==> config.mk <==
export PLATFORM = sky130hd
export DESIGN_NAME = sw_demux_latch
export DESIGN_NICKNAME = d
export VERILOG_FILES = /design/src/rtl/sw_demux_latch.sv
export SDC_FILE = /design/constraint.sdc
export NUM_CORES = 1
export LEC_CHECK = 0
export CAP_MARGIN = 10
export CORE_AREA = 2 2 55 96
export DETAILED_ROUTE_END_ITERATION = 7
export DIE_AREA = 0 0 57 98
export GPL_TIMING_DRIVEN = 0
export REMOVE_ABC_BUFFERS = 1
export SLEW_MARGIN = 20
export SYNTH_ARGS = -nofsm -noshare
export SYNTH_HDL_FRONTEND = slang
export SYNTH_SLANG_ARGS = --single-unit
export TNS_END_PERCENT = 1
==> constraint.sdc <==
create_clock -name clk -period 1.6 [get_ports clk]
set_clock_uncertainty 0.05 [all_clocks]
set_input_delay 0.32 -clock clk [delete_from_list [all_inputs] [get_ports clk]]
set_output_delay 0.32 -clock clk [all_outputs]
set_load 0.01 [all_outputs]
==> src/rtl/sw_demux_latch.sv <==
// sw_demux_latch: routes a 4-bit switch word into one of four latched LED channels, or into all four, on a debounced button command
//
// Ports
//   clk  : system clock; all logic updates on its rising edge
//   rst  : asynchronous, active-low reset
//   btn  : btn[0] = WRITE, btn[1] = CLEAR, btn[4:2] are unused
//   sw   : sw[3:0] = data, sw[5:4] = channel select, sw[6] = broadcast, sw[7] is unused
//   ledr : ledr[4i+3:4i] holds channel i, for i = 0..3
module sw_demux_latch #(
    parameter int DB_CYCLES = 16,
    parameter int CNT_W     = 5
) (
    input  logic        clk,
    input  logic        rst,
    input  logic [4:0]  btn,
    input  logic [7:0]  sw,
    output logic [15:0] ledr
);
    typedef enum logic [1:0] {IDLE, DEBOUNCE, COMMIT, HOLD} state_t;
    localparam logic [CNT_W-1:0] LAST = CNT_W'(DB_CYCLES - 1);
    state_t           state, state_nx;
    logic [CNT_W-1:0] cnt, cnt_nx;
    logic             cmd, cmd_nx;
    logic [1:0]       btn_m, btn_s;
    logic [6:0]       sw_m, sw_s;

    // The board drives btn and sw asynchronously, so both go through two flops.
    always_ff @(posedge clk or negedge rst) begin
        if (!rst) begin
            btn_m <= '0;
            btn_s <= '0;
            sw_m  <= '0;
            sw_s  <= '0;
        end else begin
            btn_m <= btn[1:0];
            btn_s <= btn_m;
            sw_m  <= sw[6:0];
            sw_s  <= sw_m;
        end
    end

    // cmd: 0 = WRITE, 1 = CLEAR.
    always_ff @(posedge clk or negedge rst) begin
        if (!rst) begin
            state <= IDLE;
            cnt   <= '0;
            cmd   <= 1'b0;
        end else begin
            state <= state_nx;
            cnt   <= cnt_nx;
            cmd   <= cmd_nx;
        end
    end

    // DEBOUNCE counts cycles with the button high. HOLD counts cycles with both
    // buttons low, so a button that is held down produces only one command.
    always_comb begin
        state_nx = state;
        cnt_nx   = cnt;
        cmd_nx   = cmd;
        case (state)
            IDLE: if (|btn_s) begin
                cmd_nx   = btn_s[1];
                state_nx = DEBOUNCE;
                cnt_nx   = '0;
            end
            DEBOUNCE: if (!btn_s[cmd]) begin
                state_nx = IDLE;
                cnt_nx   = '0;
            end else if (cnt == LAST) begin
                state_nx = COMMIT;
                cnt_nx   = '0;
            end else begin
                cnt_nx = cnt + 1'b1;
            end
            COMMIT: begin
                state_nx = HOLD;
                cnt_nx   = '0;
            end
            HOLD: if (|btn_s) begin
                cnt_nx = '0;
            end else if (cnt == LAST) begin
                state_nx = IDLE;
                cnt_nx   = '0;
            end else begin
                cnt_nx = cnt + 1'b1;
            end
            default: begin
                state_nx = IDLE;
                cnt_nx   = '0;
            end
        endcase
    end

    // The channel registers load on the edge that leaves COMMIT.
    always_ff @(posedge clk or negedge rst) begin
        if (!rst)
            ledr <= '0;
        else if (state == COMMIT) begin
            if (cmd)
                ledr <= '0;
            else if (sw_s[6])
                ledr <= {4{sw_s[3:0]}};
            else
                ledr[{sw_s[5:4], 2'b00} +: 4] <= sw_s[3:0];
        end
    end
endmodule

==> metrics.yaml <==
run_status:
  status: "finished, final reports clean"
detailed_routing:
  drcViolationCount: 0
  vias: 1187
  routedWlPerCell_um: 14.4
  via_per_inst: 5.09
  drt-total-wl_mm: 3.35
  ant_nets: 0
  first_pass_iters: 4
  drt-initial-drc-count: 16
placed_design:
  numPortBuffers: 26
  routabilityCongestion: 0.716
  place_hpwl_mm: 2.48
  pre_cts_slack_ns: -0.0470
yosys:
  avgSynthCellArea_sq_um: 11.5
  synth_mux_area_share_pct: 0.682
  synth_top_area_cell: "dfrtp_1"
  synthXorXnorAreaFrac_pct: 1.06
  synth_warnings: 0
  yosys.area_share.simple_pct: 14.2
  synth-adder-area-share_pct: 4.55
  synth_seq_area_share_pct: 63.7
  ys.flop_type: "dfrtp_1"
  synth.distinct_cells: 30
  synth_cells: 144
  synth_area_leaders: "dfrtp_1 (64%), nand2_1 (7.1%), ha_1 (4.5%)"
  ys_seq_elements: 42
  synth_compound_area_share_pct: 14.1
  synthArstFlopShare_pct: 100
  synth_edf_count: 0
  synth_top_area_share_pct: 63.7
  synth_top_family_by_area: "simple AND/OR/NAND/NOR gates"
  synth_area_sq_um: 1650
power:
  power_mw: 2.57
  peakVddDrop_mv: 0.869
  p_leak_nw: 1.06
  p_per_area_nw_per_um2: 1170
cells_and_area:
  syn2layout_area_growth_pct: 33.3
  drive_gt1_share_pct: 15.1
  layout_commonest_cell: "dfrtp_1"
  antenna_cells: 0
  final_cell_mix: "dfrtp_1 (41), nand2_1 (31), clkdlybuf4s50_1 (19), o21ai_0 (12), o21ai_1 (10)"
  fin_nets: 199
  fillers: 477
worst_hold_path:
  hold_start: "sw_m[4]$_DFF_PN0_"
  hold_class: "flop to flop"
  hold_end: "sw_s[4]$_DFF_PN0_"
  min_delay_path_depth: 0
sta:
  worst_slew_pin_slew_ns: 0.537
  fmax_ghz: 0.636
  setup_ws_ns: 0.0279
  fin_crit_sh_pct: 98.3
  slew_viol_final: 0
  setup_violations: 0
  relSlewSlack_pct: 63.9
  rsz0062_at_grt: "yes"
  setup_tns_ns: 0
  min_period_ns: 1.57
  fin_hold_ws_ns: 0.301
  final_hold_viol_count: 0
critical_path:
  rr_worst_depth: 5
  max_stage_delay_ns: 0.54
  cp_slowest_cell: "clkdlybuf4s50_1"
  r2r_slack_ns: 0.10
  crit_path_end_kind: "output port"
  r2r_start: "sw_s[5]$_DFF_PN0_"
  crit_type: "flop to output port"
  path_max_fanout: 2
  path_delay_family: "buffers and inverters"
  critPathBufInv: 1
  cp.arrival_ns: 1.20
  required_ns: 1.23
  critPathLaunchType: "flop"
  path_cells: "clkdlybuf4s50_1"
  reg2reg_to: "ledr[3]$_DFFE_PN0P_"
die:
  start_util_pct: 34.0
  die_h_um: 98
  dieArea_sq_um: 5590
  core_sq_um: 4850
  num_io_pins: 31
  rows: 34
  die_x_um: 57
grt:
  grt_pass1_wl_mm: 5.65
  grt_pass1_vias: 1215
  grt_max_degree: 35
  grtUsageTotal_pct: 13.1
  antenna_found_initial: 0
  overflow: 0
clock_tree:
  numCtsBuffers: 5
  cts_max_level: 2
  cts.path.max_buffers: 2
  clk_latency_ns: 0.29
  clk_pin_slew_ns: 0.08
  cts.sinks: 42
  cts_tree: "yes"
  cts-root-buf: "clkbuf_8"
run:
  drv_cap: 0
## metrics by stage
step           area [sq um]  cells  util, %
3_3_place_gp           1970    222     40.6
4_1_cts                2140    233     44.1
5_1_grt                2200    233     45.4
6_report               2200    233     45.4
2_1_floorplan          1640    142        -
3_5_place_dp           1980    223     40.9
## state kept, by name (all words and copies together), names as in the netlist, named ones only
| signal | cells |
|---|---|
| ledr | 16 |
| sw_m | 7 |
| sw_s | 7 |
| cnt | 5 |
| btn_m | 2 |
| btn_s | 2 |
| cmd | 1 |
| state | 1 |
## layer usage
metal  track usage (%)  routed length (um)
met1              13.9                1260
met2              23.5                1810
met3              1.85                 154
met4              8.23                 131
met5                 0                   0
## cell type report
cell class | count | area, sq um | area share [%]
clock buffers | 5 | 68.8 | 3.13
inverters | 5 | 18.8 | 0.853
well taps | 54 | 67.6 | 3.07
repair buffers | 29 | 308 | 14.0
flip-flops and latches | 42 | 1050 | 47.8
clock inverters | 3 | 68.8 | 3.13
multi-input cells | 95 | 616 | 28.0
## synth_stat cells (all sizes together) (2+ instances only)
cell,count
nor2,2
nand4,2
o21ai,26
o21bai,4
or2,2
buf,2
ha,6
inv,5
nor3,3
nand3,2
nand2,31
a31oi,2
dfrtp,42
xor2,2
## cells by family (layout without fill, tap and decap cells)
| kind of cell | Yosys count | count (layout) |
|---|---|---|
| AND/OR/NAND/NOR | 49 | 49 |
| flip-flops | 42 | 42 |
| AO/OA/AOI/OAI | 37 | 37 |
| buffers and inverters | 7 | 42 |
| adder cells (fa/ha/maj) | 6 | 6 |
| XOR/XNOR | 2 | 2 |
| multiplexers | 1 | 1 |
## how the worst max path moves through the flow
stage | cells past startpoint | endpoint | startpoint | slack (ns)
2_1_floorplan | 5 | ledr[12]$_DFFE_PN0P_ | sw_s[4]$_DFF_PN0_ | 0.13
3_3_place_gp | 1 | sw_m[0]$_DFF_PN0_ | rst | -0.74
3_5_place_dp | 5 | ledr[12]$_DFFE_PN0P_ | sw_s[4]$_DFF_PN0_ | -0.05
4_1_cts | 1 | ledr[14] | ledr[14]$_DFFE_PN0P_ | 0.006
5_1_grt | 1 | ledr[9] | ledr[9]$_DFFE_PN0P_ | -0.002
6_report | 1 | ledr[13] | ledr[13]$_DFFE_PN0P_ | 0.03
## what timing repair did
action	CTS	global route
hold buffers	1	0
gates resized for setup	0	20
endpoints found under the setup margin	4	17
buffers inserted	1	0
endpoints found under the hold margin	8	0
## where the power goes
group          switching (mW)  internal, mW
combinational           0.202         0.146
clock                   0.368         0.625
sequential             0.0928          1.13
total                   0.662          1.90
Power figures use the tool's default switching activity.
